## config.mk

```make
export PLATFORM = sky130hd
export DESIGN_NAME = branch_pc_unit
export DESIGN_NICKNAME = d
export VERILOG_FILES = /design/src/rtl/branch_pc_unit.sv
export SDC_FILE = /design/constraint.sdc
export NUM_CORES = 1
export LEC_CHECK = 0
export ABC_AREA = 1
export CAP_MARGIN = 20
export CORE_MARGIN = 2
export CORE_UTILIZATION = 47
export DETAILED_ROUTE_END_ITERATION = 8
export PLACE_DENSITY = 0.95
export SLEW_MARGIN = 20
export SYNTH_ARGS = -nofsm -noshare
export SYNTH_HDL_FRONTEND = slang
export SYNTH_SLANG_ARGS = --single-unit
```

## constraint.sdc

```tcl
create_clock -name i_clk -period 4.5 [get_ports i_clk]
set_clock_uncertainty 0.05 [all_clocks]
set_input_delay 1.125 -clock i_clk [delete_from_list [all_inputs] [get_ports i_clk]]
set_output_delay 1.125 -clock i_clk [all_outputs]
set_load 0.02 [all_outputs]
```

## src/rtl/branch_pc_unit.sv

```systemverilog
// Branch resolution, PC register and instruction-SRAM fetch sequencing.
// Optional build macro BRANCH_STATS_EN adds retired-branch and taken-branch counters.
module branch_pc_unit #(
    parameter int                   PC_WIDTH = 32,
    parameter logic [PC_WIDTH-1:0]  RESET_PC = '0
) (
    input  logic                i_clk,
    input  logic                i_rst,
    input  logic                i_brc_equal,
    input  logic                i_brc_less,
    input  logic                i_rs1_sign,
    input  logic                i_rs2_sign,
    input  logic [2:0]          i_funct3,
    input  logic                i_is_branch,
    input  logic                i_is_jal,
    input  logic                i_is_jalr,
    input  logic [PC_WIDTH-1:0] i_target,
    input  logic                i_stall,
    input  logic                i_imem_ack,
    output logic                o_imem_req,
    output logic [PC_WIDTH-1:0] o_pc,
    output logic [PC_WIDTH-1:0] o_pc_four,
    output logic                o_retire,
    output logic                o_taken,
    output logic                o_trap
`ifdef BRANCH_STATS_EN
    ,
    output logic [31:0]         o_branch_cnt,
    output logic [31:0]         o_taken_cnt
`endif
);

    localparam logic [1:0] S_FETCH = 2'd0;
    localparam logic [1:0] S_EXEC  = 2'd1;
    localparam logic [1:0] S_TRAP  = 2'd2;

    logic [1:0]          state_q, state_d;
    logic [PC_WIDTH-1:0] pc_q, pc_d;
    logic                retire_q, retire_d;
    logic                taken_q, taken_d;
    logic                trap_q, trap_d;

    logic                slt;
    logic                cond;
    logic                take;
    logic                branch_eff;
    logic [PC_WIDTH-1:0] tgt;
    logic [PC_WIDTH-1:0] pc_four;

    assign pc_four = pc_q + PC_WIDTH'(4);

    always_comb begin
        // The comparator is unsigned; differing sign bits decide signed order directly.
        slt = (i_rs1_sign != i_rs2_sign) ? i_rs1_sign : i_brc_less;
        case (i_funct3)
            3'b000:  cond = i_brc_equal;
            3'b001:  cond = !i_brc_equal;
            3'b100:  cond = slt;
            3'b101:  cond = !slt;
            3'b110:  cond = i_brc_less;
            3'b111:  cond = !i_brc_less;
            default: cond = 1'b0;
        endcase
        branch_eff = i_is_branch && !i_is_jal && !i_is_jalr;
        take       = i_is_jalr || i_is_jal || (i_is_branch && cond);
        tgt        = i_is_jalr ? {i_target[PC_WIDTH-1:1], 1'b0} : i_target;
    end

    always_comb begin
        state_d  = state_q;
        pc_d     = pc_q;
        retire_d = 1'b0;
        taken_d  = taken_q;
        trap_d   = trap_q;
        case (state_q)
            S_FETCH: begin
                if (i_imem_ack) state_d = S_EXEC;
            end
            S_EXEC: begin
                if (!i_stall) begin
                    if (take && tgt[1]) begin
                        state_d = S_TRAP;
                        trap_d  = 1'b1;
                    end else begin
                        pc_d     = take ? tgt : pc_four;
                        retire_d = 1'b1;
                        taken_d  = take;
                        state_d  = S_FETCH;
                    end
                end
            end
            S_TRAP:  state_d = S_TRAP;
            default: state_d = S_FETCH;
        endcase
    end

    always_ff @(posedge i_clk) begin
        if (i_rst) begin
            state_q  <= S_FETCH;
            pc_q     <= RESET_PC;
            retire_q <= 1'b0;
            taken_q  <= 1'b0;
            trap_q   <= 1'b0;
        end else begin
            state_q  <= state_d;
            pc_q     <= pc_d;
            retire_q <= retire_d;
            taken_q  <= taken_d;
            trap_q   <= trap_d;
        end
    end

`ifdef BRANCH_STATS_EN
    logic [31:0] branch_cnt_q;
    logic [31:0] taken_cnt_q;

    always_ff @(posedge i_clk) begin
        if (i_rst) begin
            branch_cnt_q <= '0;
            taken_cnt_q  <= '0;
        end else if (retire_d && branch_eff) begin
            branch_cnt_q <= branch_cnt_q + 32'd1;
            if (take) taken_cnt_q <= taken_cnt_q + 32'd1;
        end
    end

    assign o_branch_cnt = branch_cnt_q;
    assign o_taken_cnt  = taken_cnt_q;
`endif

    assign o_imem_req = (state_q == S_FETCH) && !i_rst;
    assign o_pc       = pc_q;
    assign o_pc_four  = pc_four;
    assign o_retire   = retire_q;
    assign o_taken    = taken_q;
    assign o_trap     = trap_q;

endmodule

```

==> results of run 1 <==
cells by family after synthesis:
group                    synth area share
AND/OR/NAND/NOR                     0.529
flip-flops                          0.262
adder cells (fa/ha/maj)           0.00443
buffers and inverters               0.112
XOR/XNOR                           0.0589
AO/OA/AOI/OAI                      0.0328
power breakdown:
group	total (mW)	internal, mW	switching (mW)
sequential	0.365	0.343	0.0214
combinational	0.249	0.117	0.131
clock	0.231	0.110	0.121
total	0.844	0.571	0.274
sequential cells by signal, indices dropped and copies added, names as in the netlist:
name,flops
o_pc,32
o_retire,1
o_taken,1
o_trap,1
state_q,2
worst min-delay path by stage:
stage                     slack (ns)       start          to  cells after the start
after detailed placement        0.40      o_trap      o_trap                      2
after floorplan                 0.42  state_q[1]  state_q[1]                      2
final                           0.41      o_trap      o_trap                      2
after global placement          0.39      o_trap      o_trap                      2
after CTS                       0.42      o_trap      o_trap                      2
after global routing            0.45      o_trap      o_trap                      2
cell usage after synthesis, drive strengths merged, types with 2 or more instances:
| master | instances |
|---|---|
| buf | 14 |
| dfxtp | 37 |
| nand3 | 21 |
| nand4 | 5 |
| clkbuf | 2 |
| o21ai | 2 |
| a21oi | 11 |
| nand2 | 236 |
| nor3 | 3 |
| inv | 55 |
| nor2 | 104 |
| xor2 | 19 |
area by class of cell:
class	count	area, µm²	area share
inverter	55	206	0.0512
sequential	37	741	0.184
tap	75	93.8	0.0233
multi-input combinational	406	1770	0.438
clock buffer	8	80.1	0.0199
timing repair buffer	115	1150	0.284
per-layer routing:
| metal | vias up | share of wire | GRT usage |
|---|---|---|---|
| li1 | 1755 | - | - |
| met1 | 1444 | 0.43 | 0.314 |
| met2 | 85 | 0.50 | 0.493 |
| met3 | 6 | 0.061 | 0.0549 |
| met4 | 0 | 0.0075 | 0.0678 |
| met5 | - | 0 | 0 |
metrics by stage:
stage / hold slack, ns / util / setup WS (ns)
after floorplan: 0.416 / - / 1.51
after global placement: 0.390 / 0.676 / 0.953
after detailed placement: 0.402 / 0.676 / 0.926
after CTS: 0.416 / 0.689 / 0.831
after global routing: 0.451 / 0.689 / 0.643
final: 0.413 / 0.689 / 0.825
worst reg2reg max path, stage by stage (launching register included):
cell,delay [ns]
dfxtp_1,0.45
ha_1,0.32
nand3_1,0.20
nor2_1,0.35
nand2_1,0.10
nand2_1,0.06
nand2_1,0.07
inv_1,0.07
nand4_1,0.09
nand2_1,0.09
nor2_1,0.04
==> flow_metrics.env, run 1 <==
export IMPL_leakage_nw=1.83
export IMPL_worst_path_stages=7
export IMPL_io_buffer_count=113
export IMPL_yosys_area_top_type="nand2_1"
export IMPL_finalPower_mw=0.844
export IMPL_h_tree_depth=2
export IMPL_cts_tree="built"
export IMPL_cts_root_buf="clkbuf_8"
export IMPL_synth_edf_count=0
export IMPL_gp_congestion=0.891
export IMPL_clkTransAtPathRegs_ns=0.08
export IMPL_maxSlewViolCount=0
export IMPL_criticalPathCategory="flop to output port"
export IMPL_cts_buffers=5
export IMPL_synth_area_top_cells="nand2_1 31%, dfxtp_1 26%, nor2_1 13%"
export IMPL_tns_ns=0
export IMPL_area_growth_syn_to_layout_pct=42.8
export IMPL_drt_initial_drc_count=177
export IMPL_cap_violations=0
export IMPL_io_pins=114
export IMPL_rsz0062_at_grt="no"
export IMPL_fin_nets=667
export IMPL_pwr_density_cell_nw_per_um2=209
export IMPL_status="finished, final reports clean"
export IMPL_worst_slew_pin_slew_ns=0.526
export IMPL_worstSkewPairLatency_ns=0.29
export IMPL_synth_avg_cell_area_um2=5.49
export IMPL_netlist_area_leader_share=0.308
export IMPL_cts_sinks=37
export IMPL_final_cells=696
export IMPL_crit_start="o_pc[2]"
export IMPL_async_reset_ff_frac=0
export IMPL_hold_class="flop to flop"
export IMPL_firstDrtPassIters=4
export IMPL_cp_start_kind="flop"
export IMPL_ys_ff_latch=37
export IMPL_final_common_cell="nand2_1"
export IMPL_fmax_mhz=272
export IMPL_synth_warnings=0
export IMPL_regToRegSetupSlack_ns=2.51
export IMPL_vias=3290
export IMPL_chipWidth_um=81.5
export IMPL_syn_inst=514
export IMPL_core_um2=5850
export IMPL_antenna_diode_count=0
export IMPL_grt_pass1_vias=3117
export IMPL_r2r_cells=10
export IMPL_critPathSlowestCell="clkdlybuf4s50_1"
export IMPL_synth_cell_types=26
export IMPL_cts_buffer_depth=2
export IMPL_crit_path_end="o_pc_four[18]"
export IMPL_cp_end_kind="output port"
export IMPL_worstPathMaxFanout=6
export IMPL_initial_core_util=0.483
export IMPL_cp_arrival_ns=2.50
export IMPL_ys_flop_type="dfxtp_1"
export IMPL_grt_start_max_net_pins=55
export IMPL_finalSetupViolCount=0
export IMPL_fp_dieH_um=81.5
export IMPL_r2r_start="o_pc[2]"
export IMPL_cp_slowest_stage_delay_ns=0.63
export IMPL_routed_wl_um=8670
export IMPL_grt_use_total=0.267
export IMPL_grt_antenna_before_repair=0
export IMPL_synth_nets=561
export IMPL_hpwl_um=6690
export IMPL_ys_seq_area_frac=0.262
export IMPL_dieArea_um2=6640
export IMPL_ant_nets=0
export IMPL_slew_headroom=0.649
export IMPL_grt_pass1_wl_um=13800
export IMPL_cp_top_family="buffers and inverters"
export IMPL_reg2reg_to="o_pc[30]"
export IMPL_stdcell_area_um2=4030
export IMPL_wl_per_cell_um=12.5
export IMPL_syn_area_um2=2820
export IMPL_fin_crit_ns=3.67
export IMPL_required_ns=3.32
export IMPL_crit_chain="ha_1 > nand3_1 > inv_1 > nand2_1 > nor2_1 > xor2_1 > clkdlybuf4s50_1"
export IMPL_timing_critical_path_buf_inv=2
export IMPL_hold_buffers=0
export IMPL_gr_total_overflow=0
export IMPL_core_rowCount=28
export IMPL_peakVddDrop_v=0.000149
export IMPL_dpl_cell_count=688
export IMPL_timing_final_crit_share=0.817
export IMPL_placed_area_um2=3950
export IMPL_drive_above_1_share=0.0306
export IMPL_final_hold_viol_count=0
export IMPL_via_per_inst=4.73
export IMPL_ctsResizeCount=0
export IMPL_remaining_drc_errors=0
export IMPL_layout_common_cells="232 x nand2_1, 113 x clkdlybuf4s50_1, 101 x nor2_1"
export IMPL_nFillCells=537
export IMPL_post_cts_buffers=0
No activity file was read; power rests on OpenSTA's default activity.
==> inputs of run 2 (changes only) <==
CORE_UTILIZATION = 40   (was 47)
PLACE_DENSITY = 0.87   (was 0.95)
clock period = 3.1 ns   (was 4.5 ns; I/O delays follow)
==> flow_metrics.env, run 2 (synthesized netlist as in run 1, its figures left out) <==
export IMPL_power_internal_mw=0.824
export IMPL_io_buffer_count=113
export IMPL_final_common_cell="nand2_1"
export IMPL_hold_path_startpoint="o_pc[1]"
export IMPL_io_pins=114
export IMPL_hold_class="flop to flop"
export IMPL_crit_chain="inv_2 > nor2_4 > inv_1 > nor2_2 > nand3_1 > nand2_1 > clkdlybuf4s50_1"
export IMPL_multi_input_area_um2=1780
export IMPL_largest_register_ffs=32
export IMPL_cap_violations=0
export IMPL_clkTransAtPathRegs_ns=0.08
export IMPL_clkPwrFrac=0.272
export IMPL_grt_pass1_vias=3164
export IMPL_routed_wl_um=8910
export IMPL_grt_pass1_wl_um=14100
export IMPL_area_growth_syn_to_layout_pct=46.8
export IMPL_peakVddDrop_v=0.000244
export IMPL_wl_per_cell_um=12.4
export IMPL_fin_nets=670
export IMPL_initial_core_util=0.413
export IMPL_grt_use_total=0.229
export IMPL_final_hold_viol_count=0
export IMPL_h_tree_depth=2
export IMPL_timing_critical_path_buf_inv=3
export IMPL_gp_congestion=0.899
export IMPL_regArea_um2=743
export IMPL_ctsResizeCount=3
export IMPL_post_cts_buffers=0
export IMPL_p_comb_frac=0.297
export IMPL_worstSkewPairLatency_ns=0.29
export IMPL_chipWidth_um=88.0
export IMPL_cp_top_family="buffers and inverters"
export IMPL_layout_common_cells="232 x nand2_1, 96 x nor2_1, 95 x clkdlybuf4s50_1"
export IMPL_p_seq_frac=0.431
export IMPL_hold_buffers=0
export IMPL_pwr_density_cell_nw_per_um2=296
export IMPL_final_cells=720
export IMPL_leakage_nw=2.16
export IMPL_placed_area_um2=4000
export IMPL_cts_buffers=5
export IMPL_grt_antenna_before_repair=0
export IMPL_cp_slowest_stage_delay_ns=0.61
export IMPL_fin_crit_ns=2.96
export IMPL_min_path_cells=2
export IMPL_worst_slew_pin_slew_ns=0.444
export IMPL_wl_met3_um=604
export IMPL_tns_ns=0
export IMPL_drive_above_1_share=0.0513
export IMPL_hold_end="o_pc[1]"
export IMPL_cp_start_kind="flop"
export IMPL_wl_met1_um=3830
export IMPL_via_per_inst=4.73
export IMPL_regToRegSetupSlack_ns=1.30
export IMPL_timing_final_crit_share=0.956
export IMPL_grt_start_max_net_pins=55
export IMPL_core_rowCount=30
export IMPL_stdcell_area_um2=4150
export IMPL_top_layer_used="met4"
export IMPL_reg2reg_to="o_pc[18]"
export IMPL_ant_nets=0
export IMPL_met2_wirelength_um=4320
export IMPL_firstDrtPassIters=4
export IMPL_core_um2=6830
export IMPL_criticalPathCategory="flop to output port"
export IMPL_dieArea_um2=7750
export IMPL_maxSlewViolCount=0
export IMPL_drt_initial_drc_count=152
export IMPL_critPathSlowestCell="clkdlybuf4s50_1"
export IMPL_fmax_mhz=337
export IMPL_r2r_start="o_pc[2]"
export IMPL_r2r_cells=10
export IMPL_finalSetupViolCount=0
export IMPL_p_sw_frac=0.328
export IMPL_cts_root_buf="clkbuf_8"
export IMPL_dpl_cell_count=712
export IMPL_required_ns=2.27
export IMPL_remaining_drc_errors=0
export IMPL_status="finished, final reports clean"
export IMPL_hold_ws_ns=0.430
export IMPL_cts_buffer_depth=2
export IMPL_finalPower_mw=1.23
export IMPL_fp_dieH_um=88.0
export IMPL_cp_arrival_ns=2.14
export IMPL_hpwl_um=6920
export IMPL_nFillCells=659
export IMPL_rsz0062_at_grt="no"
export IMPL_switchingPower_mw=0.401
export IMPL_antenna_diode_count=0
export IMPL_cts_sinks=37
export IMPL_slew_headroom=0.704
export IMPL_cp_end_kind="output port"
export IMPL_gr_total_overflow=0
export IMPL_vias=3406
export IMPL_worstPathMaxFanout=6
export IMPL_cts_tree="built"
-- run 2: changes by cell type in the layout (fill, tap and decap cells not counted), sizes merged --
| cell | previous run | this run |
|---|---|---|
| clkinv | 0 | 2 |
| dlygate4sd2 | 0 | 1 |
| dlymetal6s2s | 0 | 17 |
| clkbuf | 8 | 6 |
| clkdlybuf4s50 | 113 | 95 |
| buf | 2 | 5 |
-- run 2: worst max path at each step --
stage	from	end	slack, ns	cells after the start
floorplan	o_pc[2]	o_pc_four[18]	0.58	6
global placement	i_rst	o_imem_req	0.25	3
detailed placement	o_pc[2]	o_pc_four[18]	0.26	7
CTS	o_pc[9]	o_pc_four[11]	0.02	6
global route	o_pc[7]	o_pc_four[19]	0.01	7
finish	o_pc[2]	o_pc_four[29]	0.14	7
-- run 2: power groups by stage --
stage / clock network (mW) / logic (mW) / registers (mW)
after floorplan: 0 / 0.172 / 0.557
after global placement: 0 / 0.358 / 0.537
after detailed placement: 0 / 0.365 / 0.538
after CTS: 0.341 / 0.367 / 0.527
after global routing: 0.367 / 0.398 / 0.532
final: 0.334 / 0.363 / 0.528
-- run 2: metal layers --
layer	track usage	vias up
li1	-	1761
met5	0	-
met1	0.284	1529
met4	0.0689	0
met2	0.397	101
met3	0.0547	15
-- run 2: tightest hold or removal path, cell delays in order (launching register included) --
cell     delay (ns)
dfxtp_1        0.33
nand3_1        0.08
inv_1          0.04
-- run 2: through the flow --
stage	setup slack (ns)	utilization
floorplan	0.583	-
global placement	0.253	0.586
detailed placement	0.255	0.586
CTS	0.0213	0.599
global route	0.0147	0.607
finish	0.136	0.607
-- run 2: layout make-up --
cell class              instances  area share
repair buffers                118       0.292
well taps                      96      0.0290
inverters                      55      0.0498
clock buffers                   6      0.0175
flip-flops and latches         37       0.179
clock inverters                 2     0.00241
multi-input cells             406       0.430
